`config.mk`:
```
export PLATFORM = sky130hd
export DESIGN_NAME = conv_stream_cu
export DESIGN_NICKNAME = d
export VERILOG_FILES = /design/src/rtl/conv_pkg.sv /design/src/rtl/conv_mac.sv /design/src/rtl/conv_stream_cu.sv
export SDC_FILE = /design/constraint.sdc
export NUM_CORES = 2
export LEC_CHECK = 0
export ABC_AREA = 0
export CORE_ASPECT_RATIO = 0.75
export CORE_MARGIN = 4
export CORE_UTILIZATION = 35
export DETAILED_ROUTE_END_ITERATION = 16
export DONT_BUFFER_PORTS = 1
export SKIP_CTS_REPAIR_TIMING = 1
export SLEW_MARGIN = 20
export SYNTH_ARGS = -nofsm -noshare
export SYNTH_HDL_FRONTEND = slang
export SYNTH_SLANG_ARGS = --single-unit
```
`constraint.sdc`:
```
create_clock -name clk_i -period 8.7 [get_ports clk_i]
set_input_delay 1.305 -clock clk_i [delete_from_list [all_inputs] [get_ports clk_i]]
set_output_delay 1.305 -clock clk_i [all_outputs]
set_load 0.02 [all_outputs]
```
`src/rtl/conv_pkg.sv`:
```
// Shared types and width helper for the streaming convolution unit.
// Imported by the MAC tree and the stream controller.
package conv_pkg;

    typedef enum logic {
        ST_IDLE = 1'b0,
        ST_RUN  = 1'b1
    } state_e;

    typedef enum logic {
        BORDER_ZERO = 1'b0,
        BORDER_PASS = 1'b1
    } border_e;

    // Wide enough for K*K full-scale signed products without overflow.
    function automatic int acc_w(input int data_w, input int coef_w, input int k);
        return data_w + coef_w + $clog2(k * k) + 1;
    endfunction

endpackage

```
`src/rtl/conv_mac.sv`:
```
// Combinational K*K multiply-add tree: unsigned pixels times signed
// coefficients, summed into one signed accumulator.
module conv_mac
    import conv_pkg::*;
#(
    parameter int K      = 3,
    parameter int DATA_W = 8,
    parameter int COEF_W = 8,
    parameter int ACC_W  = acc_w(DATA_W, COEF_W, K)
) (
    input  logic [K*K*DATA_W-1:0]    win_i,
    input  logic [K*K*COEF_W-1:0]    coef_i,
    output logic signed [ACC_W-1:0]  acc_o
);

    logic signed [ACC_W-1:0] prod [K*K];

    genvar g;
    generate
        for (g = 0; g < K * K; g++) begin : g_mul
            logic signed [ACC_W-1:0] px;
            logic signed [ACC_W-1:0] cf;
            // Pixels are zero-extended; coefficients sign-extended.
            assign px = ACC_W'($signed({1'b0, win_i[g*DATA_W +: DATA_W]}));
            assign cf = ACC_W'($signed(coef_i[g*COEF_W +: COEF_W]));
            assign prod[g] = px * cf;
        end
    endgenerate

    always_comb begin
        acc_o = '0;
        for (int n = 0; n < K * K; n++) begin
            acc_o = acc_o + prod[n];
        end
    end

endmodule

```
`src/rtl/conv_stream_cu.sv`:
```
// Streaming KxK convolution controller: column window, frame counters,
// border handling and a registered valid/ready output stage.
module conv_stream_cu
    import conv_pkg::*;
#(
    parameter int K      = 3,
    parameter int DATA_W = 8,
    parameter int COEF_W = 8,
    parameter int IMG_W  = 640,
    parameter int IMG_H  = 480
) (
    input  logic                    clk_i,
    input  logic                    reset_i,
    input  logic [K*K*COEF_W-1:0]   fil_coe_i,
    input  logic                    fil_load_i,
    input  logic [4:0]              shift_i,
    input  logic                    border_mode_i,
    input  logic [K*DATA_W-1:0]     data_i,
    input  logic                    v_i,
    output logic                    ready_o,
    output logic [DATA_W-1:0]       data_o,
    output logic                    v_o,
    input  logic                    ready_i,
    output logic                    last_o,
    output logic                    busy_o
);

    localparam int H     = (K - 1) / 2;
    localparam int ACC_W = acc_w(DATA_W, COEF_W, K);
    localparam int COL_W = (IMG_W > 1) ? $clog2(IMG_W) : 1;
    localparam int ROW_W = (IMG_H > 1) ? $clog2(IMG_H) : 1;
    localparam logic signed [ACC_W-1:0] PIX_MAX = ACC_W'((1 << DATA_W) - 1);

    state_e                     state_q, state_d;
    logic                       coef_valid_q;
    logic [K*K*COEF_W-1:0]      coef_q;
    logic [K*K*DATA_W-1:0]      win_q, win_d;
    logic [COL_W-1:0]           col_q;
    logic [ROW_W-1:0]           row_q;
    logic                       v_q, last_q;
    logic [DATA_W-1:0]          data_q;

    logic                       accept, frame_end, border;
    logic signed [ACC_W-1:0]    acc, acc_sh;
    logic [DATA_W-1:0]          pix_res, pix_out;
    logic [K*DATA_W-1:0]        unused_tail;

    assign accept    = v_i & ready_o;
    assign frame_end = accept
                     & (row_q == ROW_W'(IMG_H - 1))
                     & (col_q == COL_W'(IMG_W - 1));

    // win_d is the window including the column being accepted now.
    genvar gr, gj;
    generate
        for (gr = 0; gr < K; gr++) begin : g_row
            for (gj = 0; gj < K; gj++) begin : g_tap
                if (gj == 0) begin : g_new
                    assign win_d[(gr*K)*DATA_W +: DATA_W] =
                        data_i[gr*DATA_W +: DATA_W];
                end else begin : g_old
                    assign win_d[(gr*K+gj)*DATA_W +: DATA_W] =
                        win_q[(gr*K+gj-1)*DATA_W +: DATA_W];
                end
            end
            assign unused_tail[gr*DATA_W +: DATA_W] =
                win_q[(gr*K+K-1)*DATA_W +: DATA_W];
        end
    endgenerate

    conv_mac #(
        .K      (K),
        .DATA_W (DATA_W),
        .COEF_W (COEF_W),
        .ACC_W  (ACC_W)
    ) u_mac (
        .win_i  (win_d),
        .coef_i (coef_q),
        .acc_o  (acc)
    );

    assign acc_sh = acc >>> shift_i;

    always_comb begin
        pix_res = acc_sh[DATA_W-1:0];
        if (acc_sh[ACC_W-1]) begin
            pix_res = '0;
        end else if (acc_sh > PIX_MAX) begin
            pix_res = '1;
        end
    end

    assign border = (int'(col_q) < K - 1)
                  | (int'(row_q) < H)
                  | (int'(row_q) > IMG_H - 1 - H);

    always_comb begin
        pix_out = pix_res;
        if (border) begin
            pix_out = (border_e'(border_mode_i) == BORDER_PASS)
                    ? data_i[H*DATA_W +: DATA_W] : '0;
        end
    end

    always_ff @(posedge clk_i or negedge reset_i) begin
        if (!reset_i) begin
            state_q <= ST_IDLE;
        end else begin
            state_q <= state_d;
        end
    end

    always_comb begin
        state_d = state_q;
        unique case (state_q)
            ST_IDLE: if (accept && !frame_end) state_d = ST_RUN;
            ST_RUN:  if (frame_end) state_d = ST_IDLE;
            default: state_d = ST_IDLE;
        endcase
    end

    always_comb begin
        busy_o  = (state_q == ST_RUN);
        ready_o = (busy_o | coef_valid_q) & (!v_q | ready_i);
    end

    always_ff @(posedge clk_i or negedge reset_i) begin
        if (!reset_i) begin
            coef_q       <= '0;
            coef_valid_q <= 1'b0;
        end else if (state_q == ST_IDLE && fil_load_i) begin
            coef_q       <= fil_coe_i;
            coef_valid_q <= 1'b1;
        end
    end

    always_ff @(posedge clk_i or negedge reset_i) begin
        if (!reset_i) begin
            win_q <= '0;
            col_q <= '0;
            row_q <= '0;
        end else if (frame_end) begin
            win_q <= '0;
            col_q <= '0;
            row_q <= '0;
        end else if (accept) begin
            win_q <= win_d;
            if (col_q == COL_W'(IMG_W - 1)) begin
                col_q <= '0;
                row_q <= row_q + 1'b1;
            end else begin
                col_q <= col_q + 1'b1;
            end
        end
    end

    // Accept only happens when the held result is free or being taken.
    always_ff @(posedge clk_i or negedge reset_i) begin
        if (!reset_i) begin
            v_q    <= 1'b0;
            data_q <= '0;
            last_q <= 1'b0;
        end else if (accept) begin
            v_q    <= 1'b1;
            data_q <= pix_out;
            last_q <= frame_end;
        end else if (ready_i) begin
            v_q    <= 1'b0;
            last_q <= 1'b0;
        end
    end

    assign v_o    = v_q;
    assign data_o = data_q;
    assign last_o = last_q;

endmodule

```
# Word level (Yosys, flattened, before mapping)
# Cells that the tools add are included.
# Widths: inputs -> output; s select.
# classes
add_sub_neg	10
multipliers	9
div	0
n_lt_le_gt_ge	4
n_eq_ne	2
shifts	1
muxes	18
bitwise	9
reduce_logical	8
# op_table
operator	count
$add 21x21->21	8
$mul 9x8->17	9
$mux 64	2
$mux 8	4
$mux 10	3
$mux 9	3
$gt 21x9->1 const B	1
$sshr 21x5->21	1
$add 10x1->10 const B	1
$eq 10x10->1 const B	1
$lt 10x2->1 const B	1
$add 9x1->9 const B	1
$eq 9x9->1 const B	1
$gt 9x9->1 const B	1
$lt 9x1->1 const B	1
$reduce_bool 2->1	3
$mux 1	5
$and 1x1->1	4
$or 1x1->1	4
$logic_and 1x1->1	2
$logic_not 1->1	2
$pmux 1 s2	1
$reduce_and 2->1	1
$not 1->1	1
# word_totals
ff_bits	167
latchBits	0
mem_bits_rw	0
romBits	0
in_bits	107
output_inout_bits	12
word_cells	70
mem_count	0

# Longest topological paths before layout
# depth
ltp_word	14
ltp_mapped	41
depth_no_buf	40

# By module
# A second synthesis with hierarchy kept.
# unflattened
cells_unflattened	2948
hier_area_um2	28994.1
# by_module_without_submodules
module	n_inst	cells_each	area_each_um2	seq_area_each_um2
conv_mac	1	2284	21765.9	0.0
conv_stream_cu	1	664	7228.2	3778.6

# Worst setup path after synthesis
# No wires, ideal clock.
# synth_timing
path_kind	input port to flip-flop
startpoint	in data_i[2]
endpoint	reg data_q[1], in the netlist data_o[1]
setup_ns	0.127
t_arrival_ns	9.866
required_ns	8.573
setup_slack_ns	-1.293
stages	38
path_buffers	1
cell_sequence	clkbuf_1 -> nand2_1 -> fa_1 -> fa_1 -> inv_1 -> fa_1 -> inv_1 -> fa_1 -> inv_1 -> ha_1 -> inv_1 -> nor2_1 -> nor2_1 -> o21bai_1 -> a21oi_1 -> o21bai_1 -> a21oi_1 -> nor2b_1 -> [2 not listed] -> xnor2_1 -> fa_1 -> inv_1 -> fa_1 -> inv_1 -> fa_1 -> fa_1 -> inv_1 -> ha_1 -> and3_1 -> a311oi_1 -> o21ai_1 -> xnor2_1 -> o311ai_0 -> a211o_1 -> o31a_4 -> nor4_2 -> o21ai_1
# synth_via
elab_chain_cells	14
# synth_rtl
element	line	text
start, declared	conv_stream_cu.sv:18	input logic [K*DATA_W-1:0] data_i,
$mul 9x8->17 (*)	conv_mac.sv:26	assign prod[g] = px * cf;
$add 21x21->21 (*) (8 in a row)	conv_mac.sv:33	acc_o = acc_o + prod[n];
$sshr 21x5->21 (*)	conv_stream_cu.sv:82	assign acc_sh = acc >>> shift_i;
$gt 21x9->1	conv_stream_cu.sv:88	end else if (acc_sh > PIX_MAX) begin
$mux 8	conv_stream_cu.sv:88	
$mux 8 (*)	conv_stream_cu.sv:86	if (acc_sh[ACC_W-1]) begin
$mux 8 (*)	conv_stream_cu.sv:99	if (border) begin
end signal, assigned	conv_stream_cu.sv:165	data_q <= pix_out;
end, declared	conv_stream_cu.sv:41	logic [DATA_W-1:0] data_q;
# Every way passes the cells marked *; elsewhere a longest branch is shown, timed or not.
# A chain may end at the register's enable or synchronous reset.

# Worst setup path in the final report
# layout_timing
startpoint	in data_i[5]
endpoint	reg data_q[6], in the netlist data_o[6]
# The elaborated chain is that of the path after synthesis.

==> metrics.yaml <==
outcome: "finished, violations left"
violations: "negative setup slack"
finalWirelength_um: 81600
cpPeakStageDelay_ps: 560
drv_slew: 0
syn_area_per_cell_um2: 9.12
synthAdderAreaFrac: 0.473
antenna_found_initial: 3
gp_congestion: 0.895
netlist_area_um2: 30200
worstPathArrival_ps: 9970
synthSimpleGateAreaFrac: 0.168
synth-seq-cells: 151
path_max_fanout: 9
synth.distinct_cells: 71
avgRoutedWirePerCell_um: 16.9
pin_count: 119
first_global_vias: 23700
synth_edf_count: 0
die_y_um: 262
rsz0062_at_grt: "true"
gr-usage-met2: 0.293
core_um2: 84700
synth-main-ff-cell: "dfrtp_1"
final_nets: 4676
first_pass_iters: 5
period_share: 1.10
fillers: 8475
synth_warnings: 0
end_kind: "flop"
post_synth_xor_area_fraction: 0.0354
vias: 23100
hpwl_um: 68800
muxShareOfSynthArea: 0.0324
vias_per_cell: 4.77
critical_path_class: "in -> reg"
h-tree-depth: 4
io_buffers: 0
reg2reg_slack_ps: -810
path_delay_family: "adder cells"
setup_tns_ps: -6820
area_delta_synth_final_pct: 19.0
async_flop_share: 1.00
ant_nets: 0
die_w_um: 347
dp_slack_ps: -1640
whs_ps: 478
worstMarginPinSlew_ps: 888
floorplan.initialDensity: 0.356
start_kind: "primary input"
die_area_um2: 91000
fin_ws_ps: -887
setup-violations-final: 8
use_met3: 0.0317
fin_skew_ps: 17.5
cts_root_buf: "clkbuf_16"
crit_buf_inv: 9
drv_cap: 0
seq_area_frac_synth: 0.125
required_ps: 9090
synth_top_family_by_area: "adder cells"
instances_no_fill: 4844
clk_pin_slew_ps: 70
n_antenna_cell: 0
synth-compound-area-share: 0.0763
insertion_delay_ps: 510
min_path_type: "reg -> reg"
placed_cells: 4805
cts_inserted_buffers: 17
slew_headroom: 0.408
critPathMostFrequentCell: "fa_1"
rows: 92
grt.busiest_layer: "met2"
gr-usage-all-layers: 0.186
slowest_stage: "fa_1"
cts.path.max_buffers: 2
finalHoldViolCount: 0
grt-ovfl-total: 0
synth_nets: 4280
fin_crit_ps: 9590
drtIter0Drc: 1273
grt_max_degree: 152
cts.sinks: 151
drive_above_1_share: 0.185
max_freq_mhz: 104
synth_cells: 3307
cts_tree: "yes"
drc: 0
use_met1: 0.272
grt_pass1_wl_um: 132000
==> placed cells by master (no fill, tap or decap), drive strengths merged, types with 17 or more instances in the layout <==
cell type  Yosys  layout
xnor2         73      73
o21bai        23      23
nor2         152     152
nand2b        31      31
xor2          49      49
clkbuf        91      17
and2         375     375
fa           455     455
dfrtp        151     151
or3           23      23
buf           10     478
ha           411     411
nor3          29      29
nand3         30      30
o21ai        117     117
a21o          20      20
mux2          70      70
nand2        314     314
a21oi         96      96
inv          607     614
nor2b         19      19
==> metrics by stage <==
step                       util  area [um^2]
after floorplan               -        30300
after global placement    0.411        34800
after global routing      0.424        35900
after detailed placement  0.411        34800
after CTS                 0.419        35500
final                     0.424        35900
==> cells by family after synthesis <==
logic type | Yosys count
xor gates and xnor gates | 122
adders and majority gates | 866
AOI/OAI and AO/OA | 363
and+or+nand+nor | 1004
muxes | 84
buffers and inverters | 717
DFF | 151
==> per-layer routing <==
layer / part of all wire / up-vias
met5: 0.00026 / -
li1: - / 11200
met3: 0.049 / 59
met1: 0.49 / 11400
met4: 0.013 / 4
met2: 0.44 / 405
==> cells in the mapped netlist, types with 5 or more instances <==
cell / number / area, um^2
a211oi_1: 13 / 97.6
xor2_1: 49 / 429
fa_1: 455 / 9110
ha_1: 411 / 5140
dfrtp_1: 151 / 3780
nor2b_1: 19 / 119
nand2_1: 314 / 1180
o221ai_1: 6 / 52.6
o21bai_1: 22 / 165
o21a_1: 9 / 67.6
clkinv_1: 9 / 33.8
a22oi_1: 11 / 82.6
xnor2_1: 73 / 639
nand4_1: 7 / 43.8
o31ai_1: 8 / 60.1
a21oi_1: 94 / 470
mux2i_1: 10 / 100
clkbuf_1: 91 / 342
mux2_2: 69 / 777
a31oi_1: 9 / 56.3
or3_1: 23 / 144
or2_2: 9 / 56.3
nor2_1: 152 / 571
buf_2: 5 / 25.0
nand2b_1: 31 / 194
and3_1: 5 / 31.3
nand3_1: 30 / 150
and2_1: 374 / 2340
o21ai_1: 9 / 45.0
inv_1: 606 / 2270
o21ai_0: 107 / 536
o211ai_1: 12 / 90.1
nor3_1: 28 / 140
a21o_1: 20 / 150
==> sequential cells by signal, indices dropped and copies added, names as in the netlist <==
register and cells:
row_q 9, coef_valid_q 1, win_q 48, busy_o 1
coef_q 72, last_o 1, v_o 1, data_o 8
col_q 10
==> layout make-up <==
| cell class | instances | area, um^2 | area share |
|---|---|---|---|
| multi-input cells | 2439 | 24100 | 0.672 |
| flip-flops and latches | 151 | 3780 | 0.105 |
| repair buffers | 478 | 3590 | 0.100 |
| inverters | 616 | 2310 | 0.0644 |
| well taps | 1128 | 1410 | 0.0393 |
| clock buffers | 17 | 425 | 0.0119 |
| clock inverters | 15 | 239 | 0.00666 |
==> worst paths after layout <==
check / cells past startpoint / end / start
max: 40 / data_o[6] / data_i[5]
min in group asynchronous: 0 / coef_q[55] / reset_i
max in group asynchronous: 0 / win_q[2] / reset_i
max reg2reg: 41 / data_o[6] / coef_q[16]
min: 1 / coef_valid_q / coef_valid_q
min reg2reg: 1 / coef_valid_q / coef_valid_q
Power is left out: the tool's default activity adds up to more than one toggle a clock period on the data nets, which glitch-free logic cannot reach.
==> RTL change: new RTL, same flow settings <==
`K` is set to 3 in 2 places; all go to 2.
--- a/src/rtl/conv_mac.sv
+++ b/src/rtl/conv_mac.sv
@@ -3,7 +3,7 @@
 module conv_mac
     import conv_pkg::*;
 #(
-    parameter int K      = 3,
+    parameter int K      = 2,
     parameter int DATA_W = 8,
     parameter int COEF_W = 8,
     parameter int ACC_W  = acc_w(DATA_W, COEF_W, K)
--- a/src/rtl/conv_stream_cu.sv
+++ b/src/rtl/conv_stream_cu.sv
@@ -3,7 +3,7 @@
 module conv_stream_cu
     import conv_pkg::*;
 #(
-    parameter int K      = 3,
+    parameter int K      = 2,
     parameter int DATA_W = 8,
     parameter int COEF_W = 8,
     parameter int IMG_W  = 640,
Ports: changed (resized data_i and fil_coe_i); port bits go from 119 to 71. No check against the original RTL was run, so the function may have changed too.
==> RTL change against the unedited design <==
First-iteration DRC count is 41% lower. Hold slack lost 0.00087 ns. Register-to-register slack gained 1.1 ns. Synthesized cell count is 51% lower. Via count decreased by 52%. Cell area decreased by 55%. Synthesized area decreased by 52%. Routed wire length is 54% lower. Sequential cell count is 72 lower. Setup slack better by 1.2 ns. Largest cell class unchanged.
Power is left out: the tool's default activity adds up to more than one toggle a clock period on the data nets, which glitch-free logic cannot reach.
==> RTL change: results (changes against the unedited design) <==
* Status: completed
* Register clock-pin slew on the reported worst setup and hold paths at 0.08 ns
* Seq_cells at 79 (-48%)
* Clock buf/inv share at 0.0193 (+0.000819)
* Clkbuf count at 10 (-7)
* Total global-route track usage at 0.170 (-0.0153)
* Ant diodes at 1 (+1)
* Fraction of area in registers at 0.123 (+0.0175)
* Max_slew headroom at 0.431 (+0.0231)
* Yosys cell types at 68 (-4.2%)
* DRT Wirelength at 37.6 mm (-54%)
* Inverters at 279 (-55%)
* Cts bufs inserted at 9 (-8)
* Vias per cell at 5.08 (+6.7%)
* Initial antenna violation count at 0 (-3)
* Mean Syn Cell Area at 8.91 µm² (-2.2%)
* Total Nets Final at 2098 (-55%)
* Placed inst area at 15500 µm² (-55%)
* Synth top area cells: fa_1 (25%), ha_1 (17%), dfrtp_1 (14%)
* Buffering overhead at 0.0422 (-0.0579)
* Fraction of area in multi-input gates at 0.711 (+0.0382)
* Inst Count DP at 2155 (-55%)
* FILL cells at 3999 (-53%)
* Biggest regs: coef_q (32), win_q (16), col_q (10)
* Non-CTS buffers at 92 (-81%)
* Worst Skew at 0.0133 ns (-0.00417 ns)
* Hpwl dp at 30.6 mm (-56%)
* #MultiIn Comb at 1202 (-51%)
* Worst-skew pair later-pin latency at 0.38 ns (-0.13 ns)
* CP max FO at 5 (-4)
* Register area share after synthesis at 0.137 (+0.0115)
* Pin count of the biggest net entering global routing at 80 (-47%)
* H-tree Lvls at 3 (-1)
* DRT iter0 DRCs at 755 (-41%)
* Synth cell count leaders: inv_1 (273), ha_1 (193), fa_1 (183), and2_1 (155), nand2_1 (148)
* RePlAce Congestion at 0.887 (-0.82%)
* WP data arrival at 8.67 ns (-1.30 ns)
* Layout cell share with drive strength beyond 1 at 0.151 (-0.0341)
* First-pass GRT wire length at 60.7 mm (-54%)
* Vias at 11200 (-52%)
* Register area at 2000 µm² (-47%)
* Die Wd at 243 µm (-30%)
-- RTL change: cell types whose count changed after synthesis, sizes merged, moves of 36 or more --
cell / change
inv: -334
clkbuf: -36
o21ai: -72
dfrtp: -72
and2: -220
nor2: -76
mux2: -37
ha: -218
fa: -272
nand2: -164
-- RTL change: final timing paths --
| kind | start | end | slack, ns | depth (start not counted) |
|---|---|---|---|---|
| max in group asynchronous | reset_i | coef_q[13]$_DFFE_PN0P_ | 7.91 | 0 |
| hold / removal | row_q[4]$_DFFE_PN0P_ | row_q[4]$_DFFE_PN0P_ | 0.48 | 1 |
| hold reg to reg | row_q[4]$_DFFE_PN0P_ | row_q[4]$_DFFE_PN0P_ | 0.48 | 1 |
| setup / recovery | win_q[0]$_DFFE_PN0P_ | data_o[3]$_DFFE_PN0P_ | 0.30 | 33 |
| setup reg to reg | win_q[0]$_DFFE_PN0P_ | data_o[3]$_DFFE_PN0P_ | 0.30 | 33 |
| min in group asynchronous | reset_i | coef_q[7]$_DFFE_PN0P_ | 0.61 | 0 |
-- RTL change: stage by stage --
stage               setup slack [ns]  setup TNS [ns]
floorplan                   0.000329               0
global route                 -0.0571          -0.190
finish                         0.296               0
global placement             -0.0208         -0.0437
CTS                           -0.142          -0.915
detailed placement            -0.154           -1.03
-- RTL change: cells by family after synthesis --
logic type / count (synthesis) / synth area share
flip-flops: 79 / 0.137
AO/OA/AOI/OAI: 241 / 0.109
XOR/XNOR: 71 / 0.0430
adder cells (fa/ha/maj): 376 / 0.421
multiplexers: 47 / 0.0383
AND/OR/NAND/NOR: 467 / 0.163
buffers and inverters: 340 / 0.0888
-- RTL change: routing by layer --
metal,up-vias,part of all wire,GRT usage
met5,-,0,0
met4,0,0.0082,0.0300
met3,14,0.048,0.0267
met2,212,0.46,0.278
met1,5639,0.48,0.244
li1,5306,-,-
